`src/rtl/rtc_bus_pkg.sv`:
```
// Shared definitions for the RTC multiplexed address/data bus sequencers.
// Holds the write FSM state encodings, bus width, control vector layout and
// the Moore output decode used by rtc_write_cycle.
package rtc_bus_pkg;

    localparam int unsigned BUS_W = 8;

    typedef enum logic [2:0] {
        W0    = 3'b000,
        W1    = 3'b001,
        W2    = 3'b010,
        W3    = 3'b011,
        W4    = 3'b100,
        W5    = 3'b101,
        W6    = 3'b110,
        W_BAD = 3'b111
    } wr_state_e;

    // Pad control vector, ordered {AD, CS, RD, WR, TS, ad_mux}
    typedef struct packed {
        logic ad;
        logic cs;
        logic rd;
        logic wr;
        logic ts;
        logic ad_mux;
    } bus_ctl_t;

    localparam bus_ctl_t IDLE_CTL = 6'b111100;

    // Moore decode of the pad controls from the state register
    function automatic bus_ctl_t decode_ctl(input wr_state_e s);
        bus_ctl_t c;
        case (s)
            W1, W3:  c = 6'b011110;
            W2:      c = 6'b001010;
            W4, W6:  c = 6'b111111;
            W5:      c = 6'b101011;
            default: c = IDLE_CTL;
        endcase
        return c;
    endfunction

endpackage

```
`src/rtl/rtc_write_timer.sv`:
```
// Phase timer for the RTC write sequencer.
// Down-counter: load presets the count, otherwise it decrements toward zero
// and holds there. done is high while the count reads zero.
// Ports: clk, rst (async active-low), load, load_val[CNT_W-1:0], done.
module rtc_write_timer #(
    parameter int unsigned CNT_W = 4
) (
    input  logic             clk,
    input  logic             rst,
    input  logic             load,
    input  logic [CNT_W-1:0] load_val,
    output logic             done
);

    logic [CNT_W-1:0] cnt_q;
    logic [CNT_W-1:0] cnt_d;

    // Next count: load wins, else decrement until zero
    always_comb begin
        cnt_d = cnt_q;
        if (load) begin
            cnt_d = load_val;
        end else if (cnt_q != '0) begin
            cnt_d = cnt_q - CNT_W'(1);
        end
    end

    always_ff @(posedge clk or negedge rst) begin
        if (!rst) begin
            cnt_q <= '0;
        end else begin
            cnt_q <= cnt_d;
        end
    end

    assign done = (cnt_q == '0);

endmodule

```
`src/rtl/rtc_write_cycle.sv`:
```
// Write-cycle sequencer for the RTC multiplexed address/data bus.
// On an accepted start it runs address setup/strobe/hold, data setup/strobe
// and a one-cycle done state, driving timed active-low CS/WR strobes.
// Ports:
//   clk, rst (async active-low)
//   in              start request, sampled only in W0
//   addr_in/data_in captured when the start is accepted
//   bus_out         pad data, ad_mux ? data_q : addr_q
//   AD, CS, RD, WR  bus controls (CS/WR/RD active low, RD tied high)
//   TS              tri-state driver enable
//   ad_mux          bus_out source select
//   write_end       one-cycle completion pulse
//   state           current FSM state (debug)
//   overrun         only with WR_OVERRUN_EN: start seen while busy (registered)
// Optional feature macro: WR_OVERRUN_EN.
module rtc_write_cycle
    import rtc_bus_pkg::*;
#(
    parameter int unsigned T_SETUP  = 2,
    parameter int unsigned T_STROBE = 4,
    parameter int unsigned T_TURN   = 3,
    parameter int unsigned CNT_W    = 4
) (
    input  logic             clk,
    input  logic             rst,
    input  logic             in,
    input  logic [BUS_W-1:0] addr_in,
    input  logic [BUS_W-1:0] data_in,
    output logic [BUS_W-1:0] bus_out,
    output logic             AD,
    output logic             CS,
    output logic             RD,
    output logic             WR,
    output logic             TS,
    output logic             ad_mux,
    output logic             write_end,
`ifdef WR_OVERRUN_EN
    output logic             overrun,
`endif
    output logic [2:0]       state
);

    localparam logic [CNT_W-1:0] LD_SETUP  = CNT_W'(T_SETUP - 1);
    localparam logic [CNT_W-1:0] LD_STROBE = CNT_W'(T_STROBE - 1);
    localparam logic [CNT_W-1:0] LD_TURN   = CNT_W'(T_TURN - 1);

    wr_state_e        state_q;
    wr_state_e        state_d;
    logic [BUS_W-1:0] addr_q;
    logic [BUS_W-1:0] addr_d;
    logic [BUS_W-1:0] data_q;
    logic [BUS_W-1:0] data_d;
    logic             tmr_load;
    logic [CNT_W-1:0] tmr_val;
    logic             tmr_done;
    bus_ctl_t         ctl;

    rtc_write_timer #(
        .CNT_W(CNT_W)
    ) u_timer (
        .clk     (clk),
        .rst     (rst),
        .load    (tmr_load),
        .load_val(tmr_val),
        .done    (tmr_done)
    );

    // Next-state, timer load and capture; each timed state lasts N cycles
    always_comb begin
        state_d  = state_q;
        addr_d   = addr_q;
        data_d   = data_q;
        tmr_load = 1'b0;
        tmr_val  = '0;
        case (state_q)
            W0: begin
                if (in) begin
                    addr_d   = addr_in;
                    data_d   = data_in;
                    tmr_load = 1'b1;
                    tmr_val  = LD_SETUP;
                    state_d  = W1;
                end
            end
            W1: begin
                if (tmr_done) begin
                    tmr_load = 1'b1;
                    tmr_val  = LD_STROBE;
                    state_d  = W2;
                end
            end
            W2: begin
                if (tmr_done) begin
                    tmr_load = 1'b1;
                    tmr_val  = LD_TURN;
                    state_d  = W3;
                end
            end
            W3: begin
                if (tmr_done) begin
                    tmr_load = 1'b1;
                    tmr_val  = LD_SETUP;
                    state_d  = W4;
                end
            end
            W4: begin
                if (tmr_done) begin
                    tmr_load = 1'b1;
                    tmr_val  = LD_STROBE;
                    state_d  = W5;
                end
            end
            W5: begin
                if (tmr_done) begin
                    state_d = W6;
                end
            end
            W6:      state_d = W0;
            default: state_d = W0;
        endcase
    end

    always_ff @(posedge clk or negedge rst) begin
        if (!rst) begin
            state_q <= W0;
            addr_q  <= '0;
            data_q  <= '0;
        end else begin
            state_q <= state_d;
            addr_q  <= addr_d;
            data_q  <= data_d;
        end
    end

    // Outputs decode from the state register only
    assign ctl                            = decode_ctl(state_q);
    assign {AD, CS, RD, WR, TS, ad_mux}   = ctl;
    assign write_end                      = (state_q == W6);
    assign state                          = state_q;
    assign bus_out                        = ctl.ad_mux ? data_q : addr_q;

`ifdef WR_OVERRUN_EN
    logic overrun_q;

    // Flag a start request that arrives while a write is in flight
    always_ff @(posedge clk or negedge rst) begin
        if (!rst) begin
            overrun_q <= 1'b0;
        end else begin
            overrun_q <= in && (state_q inside {W1, W2, W3, W4, W5, W6});
        end
    end

    assign overrun = overrun_q;
`endif

endmodule

```
`config.mk`:
```
export PLATFORM = sky130hd
export DESIGN_NAME = rtc_write_cycle
export DESIGN_NICKNAME = d
export VERILOG_FILES = /design/src/rtl/rtc_bus_pkg.sv /design/src/rtl/rtc_write_timer.sv /design/src/rtl/rtc_write_cycle.sv
export SDC_FILE = /design/constraint.sdc
export NUM_CORES = 1
export LEC_CHECK = 0
export BUFFER_PORTS_ARGS = -buffer_cell sky130_fd_sc_hd__buf_2
export CORE_ASPECT_RATIO = 1.4
export CORE_MARGIN = 2
export CORE_UTILIZATION = 45
export CTS_CLUSTER_DIAMETER = 80
export DETAILED_ROUTE_END_ITERATION = 16
export GPL_TIMING_DRIVEN = 0
export PLACE_DENSITY = 0.74
export SLEW_MARGIN = 25
export SYNTH_ARGS = -nofsm -noshare
export SYNTH_HDL_FRONTEND = slang
export SYNTH_SLANG_ARGS = --single-unit
export TNS_END_PERCENT = 1
```
`constraint.sdc`:
```
create_clock -name clk -period 1.4 [get_ports clk]
set_input_delay 0.07 -clock clk [delete_from_list [all_inputs] [get_ports clk]]
set_output_delay 0.07 -clock clk [all_outputs]
set_load 0.02 [all_outputs]
```
; ---- Word level (Yosys, flattened, before mapping)
; Index checks and enable logic that the tools add are counted.
[classes]
n_addsub = 1
eq_ne = 12
n_mux = 19
reduce_logical = 10
[ops]
columns = operator, n
row1 = case mux 6 bit (4 select lines), 1
row2 = 2-to-1 mux 3 bit, 6
row3 = case mux 3 bit (6 select lines), 1
row4 = "inequality test 2 bit, second input constant", 6
row5 = "equality test 3 bit, second input constant", 3
row6 = 2-to-1 mux 4 bit, 2
row7 = 2-to-1 mux 8 bit, 1
row8 = case mux 2 bit (4 select lines), 1
row9 = "equality test 3 x 2 -> 1 bit, second input constant", 2
row10 = AND reduction 6 bit, 1
row11 = OR reduction 2 bit, 3
row12 = logical NOT 4 bit, 1
row13 = 2-to-1 mux 1 bit, 4
row14 = 2-to-1 mux 2 bit, 2
row15 = nonzero test 4 bit, 1
row16 = OR reduction 4 bit, 1
row17 = "subtractor 4 x 1 -> 4 bit, second input constant", 1
row18 = "equality test 3 x 1 -> 1 bit, second input constant", 1
row19 = logical NOT 3 bit, 1
row20 = case mux 1 bit (2 select lines), 1
row21 = AND reduction 2 bit, 1
row22 = nonzero test 2 bit, 1
[word_totals]
regBits = 23
out_inout_bits = 18

; ---- Logic depth before layout (Yosys ltp)
[logic_depth]
depth_word = 4
mapped_depth = 6
ltp_nobuf = 6

; ---- By module
; From an unflattened synthesis, not the netlist that was laid out.
[hier_totals]
cells_unflattened = 102
hier_area_um2 = 1291.2
[by_module_without_submodules]
columns = mod, n_inst, cells_per_inst, area_each_um2
row1 = rtc_write_cycle, 1, 80, 1057.3
row2 = rtc_write_timer, 1, 22, 234.0

; ---- Worst setup path before layout
; No wires, ideal clock.
[synth_path]
kind = reg2out
startpoint = register state_q[0], in the netlist state[0]
endpoint = output WR
arrival_ns = 1.478
required_time_ns = 1.330
setup_slack_ns = -0.148
stages_incl_launch_ff = 5
path_buffers = 2
path_cell_list = dfrtp_1 clkbuf_1 nor2_1 a21oi_1 buf_4
[synth_via]
elab_chain_len = 3
[synth_lines]
columns = element, line
row1 = "start, declared", rtc_write_cycle.sv:47  ; wr_state_e state_q;
row2 = "start signal, assigned", rtc_write_cycle.sv:129  ; state_q <= state_d;
row3 = "equality test 3 bit, or another cell as far along", rtc_bus_pkg.sv:34  ; case (s)
row4 = OR reduction 2 bit, rtc_bus_pkg.sv:34
row5 = case mux 6 bit (4 select lines) (*), rtc_bus_pkg.sv:34
row6 = "end, declared", rtc_write_cycle.sv:33  ; output logic WR,
; Mark *: on every way between the ends. The rest lies on a longest branch, timed or not.

; ---- Final worst setup path
[layout_path]
startpoint = register state_q[1], in the netlist state[1]
endpoint = output bus_out[4]
[layout_via]
elab_chain_len = 4
[layout_lines]
columns = element, line
row1 = "equality test 3 bit, or another cell as far along", rtc_bus_pkg.sv:34
row2 = OR reduction 2 bit, rtc_bus_pkg.sv:34
row3 = case mux 6 bit (4 select lines) (*), rtc_bus_pkg.sv:34
row4 = 2-to-1 mux 8 bit (*), rtc_write_cycle.sv:140  ; assign bus_out = ctl.ad_mux ? data_q : addr_q;
row5 = "end, declared", rtc_write_cycle.sv:29  ; output logic [BUS_W-1:0] bus_out,
; Marked as above.

==> impl_metrics.csv <==
group,metric,value,unit
finish,layout_common_cells,"buf_2, dfrtp_1, dlygate4sd3_1, buf_6, mux2_4",
global_route,grt_max_degree,24,
pwr,switchingPower,0.001770,W
placement,place.port_buffers,35,
floorplanning,pin_count,37,
placement,dp_hpwl,1.710,mm
floorplanning,die_x,48.12,um
finish,nets,189,
finish,layout_commonest_cell,"buf_2",
synth,syn-num-nets,119,
timing,period_share,1.205,
synth,synth_area_per_cell,12.39,um^2
clock_tree,clock_path_buffers,2,
timing,finalCriticalPeriod,1.688,ns
clock_tree,clk_pin_slew,0.12,ns
pwr,p_sw_frac,0.3872,
global_route,antenna_found_initial,0,
finish,multiInputGateArea,658.1,um^2
finish,area_delta_synth_final,56.33,%
finish,fillers,176,
detailed_routing,drtIter0Drc,21,
global_route,overflow,0,
detailed_routing,dr_total_vias,1027,
timing,slew_viol_final,0,
finish,n_antenna_cell,0,
timing,fin_tns_setup,-5.475,ns
run_status,violations,"negative setup slack",
synth,yosys-top-cells-area,"dfrtp_1, mux2_2, mux2_4",
timing,setup_viol,35,
placement,gp_congestion,0.7966,
clock_tree,htree_num_levels,1,
floorplanning,die_area,3164,um^2
clock_tree,cts-root-buf,"clkbuf_4",
setup_path,critPathMaxFanout,5,
timing,max_freq,592.6,MHz
detailed_routing,dr.pass1.iters,4,
pwr,internal-power,0.002801,W
clock_tree,cts_sinks,23,
setup_path,critPathArrivalTime,1.62,ns
synth,synth_cell_types,30,
global_route,grt_pass1_vias,1051,
floorplanning,rows,22,
global_route,grt_pass1_wl,4.588,mm
min_path,hold_class,"input port to flip-flop",
clock_tree,worstSkewPairLatency,0.30,ns
floorplanning,fp.dieH,65.77,um
finish,drive_gt1_frac,0.5893,
clock_tree,cts-buffers-inserted,3,
timing,hold_viol,0,
run_status,status,"complete, but fails checks",
clock_tree,cts_tree,"built",
timing,slew_headroom,0.6604,
detailed_routing,postRouteAntennaNets,0,
synth,yosysTopAreaCell,"dfrtp_1",
job,maxCapViolations,0,
setup_path,end_kind,"output port",
pwr,p_leak,0.8932,nW
pwr,clockPowerShare,0.065,
setup_path,startpoint,"state[1]$_DFFE_PN0P_",
synth,yosys.area.top_type_share,0.4694,
detailed_routing,drc,0,
finish,ff_latch_area,578.1,um^2
timing,worst_slew_pin_slew,0.5093,ns
synth,ys.flop_type,"dfrtp_1",
synth,seq_area_frac_synth,0.4694,
pwr,p_comb_frac,0.654,
pwr,irDropWorstVdd,0.001256,V
placement,placed_cells,170,
setup_path,crit_required,1.33,ns
setup_path,r2r-start,"u_timer.cnt_q[1]$_DFFE_PN0P_",
synth,yosys_warnings,0,
min_path,min_from,"in",
detailed_routing,viasPerCell,5.034,
floorplanning,core_region_area,2615,um^2
synth,synth_cells,99,
synth,synth_edf_count,0,
pwr,p_seq_frac,0.282,
setup_path,cp-start-kind,"flip-flop",
synth,synth.ff_latch_count,23,
floorplanning,floorplan.initialDensity,0.4689,
pwr,powerDensity,2385,nW/um^2
timing,worst_slack,-0.2875,ns
synth,async_flop_share,1.000,
global_route,grt_usage,0.2062,
finish,stdcell_count,204,
synth,synthesis.area,1226,um^2
timing,rsz0062_at_grt,"true",
detailed_routing,post_drt_wl_per_cell,15.34,um
timing,fin_skew,0.002307,ns
detailed_routing,wl,3.130,mm
setup_path,worst-setup-path-type,"flip-flop to output port",
## critical path, stage by stage, from the launching register on
cell and delay, ns:
dfrtp_2 0.43, buf_6 0.12, a21boi_4 0.15, buf_6 0.16, mux2_4 0.32, buf_6 0.13
## power groups by stage
stage | Combinational, W | Clock (W) | Sequential [W]
final | 0.00299 | 0.000296 | 0.00129
after global routing | 0.00317 | 0.000348 | 0.00133
after CTS | 0.00279 | 0.000310 | 0.00127
after detailed placement | 0.00208 | 0 | 0.00127
after global placement | 0.00202 | 0 | 0.00123
after floorplan | 0.00158 | 0 | 0.00124
## kinds of logic after synthesis
logic type,count (synthesis),share of synthesized area
buffers and inverters,10,0.06020
other,1,0.003058
muxes,27,0.2673
adders and majority gates,1,0.01020
and+or+nand+nor,23,0.1112
xor gates and xnor gates,2,0.01429
DFF,23,0.4694
AOI/OAI and AO/OA,12,0.06429
## layer usage
layer | global-route usage | routed length [um] | up-vias | share of wire
met5 | 0 | 0 | - | 0
met4 | 0.07095 | 38 | 0 | 0.012
met3 | 0.02473 | 64 | 4 | 0.020
met2 | 0.3583 | 1700 | 22 | 0.54
met1 | 0.2487 | 1326 | 522 | 0.42
li1 | - | - | 479 | -
## repair_timing
item                                    4_1_cts  5_1_grt
endpoints found under the setup margin       35       37
cloned                                        1        0
hold buffers                                 17        0
setup buffers                                 7        5
pin swaps                                     3        2
resized for setup                            46        6
hold endpoints to repair                     39        0
## cells in the mapped netlist (2+ instances only)
library cell	n
o21ai_0	3
nand2_1	4
xnor2_1	2
a21oi_1	2
buf_4	5
o21bai_1	2
nand2b_1	3
nor3_1	3
dfrtp_1	23
mux2_4	7
nor2_1	6
mux2_2	18
nor2b_1	2
mux2i_1	2
inv_1	2
## path summary, 6_finish.rpt
path	end	slack [ns]	depth (start not counted)
min reg2reg	data_q[7]$_DFFE_PN0P_	0.53	1
min	u_timer.cnt_q[1]$_DFFE_PN0P_	0.24	4
max	bus_out[4]	-0.29	5
max in group asynchronous	state[1]$_DFFE_PN0P_	0.78	2
min in group asynchronous	u_timer.cnt_q[0]$_DFFE_PN0P_	0.25	2
max reg2reg	state[0]$_DFFE_PN0P_	-0.21	6
## flip-flops by register name, indices dropped and copies added, names as in the netlist
signal	cells
addr_q	8
data_q	8
u_timer.cnt_q	4
state	3
## final cells by class
cell class                 instances  area share
buffer                             8     0.04047
timing repair buffer              65      0.2728
tap                               36     0.02350
clock buffer                       3     0.01175
inverter                           2    0.003916
multi-input combinational         66      0.3433
clock inverter                     1    0.002611
sequential                        23      0.3016
## stage by stage
stage / utilization / instance area (um^2) / power, W / setup WS (ns) / hold WS [ns]
floorplan: - / 1232 / 0.002823 / -0.07463 / -0.2256
global placement: 0.5555 / 1453 / 0.003254 / -0.1414 / 0.06101
detailed placement: 0.5555 / 1453 / 0.003346 / -0.1952 / 0.06941
CTS: 0.7081 / 1852 / 0.004361 / -0.2838 / 0.2213
global route: 0.7330 / 1917 / 0.004849 / -0.3562 / 0.2394
finish: 0.7330 / 1917 / 0.004571 / -0.2875 / 0.2406
(Power assumes the default switching activity.)
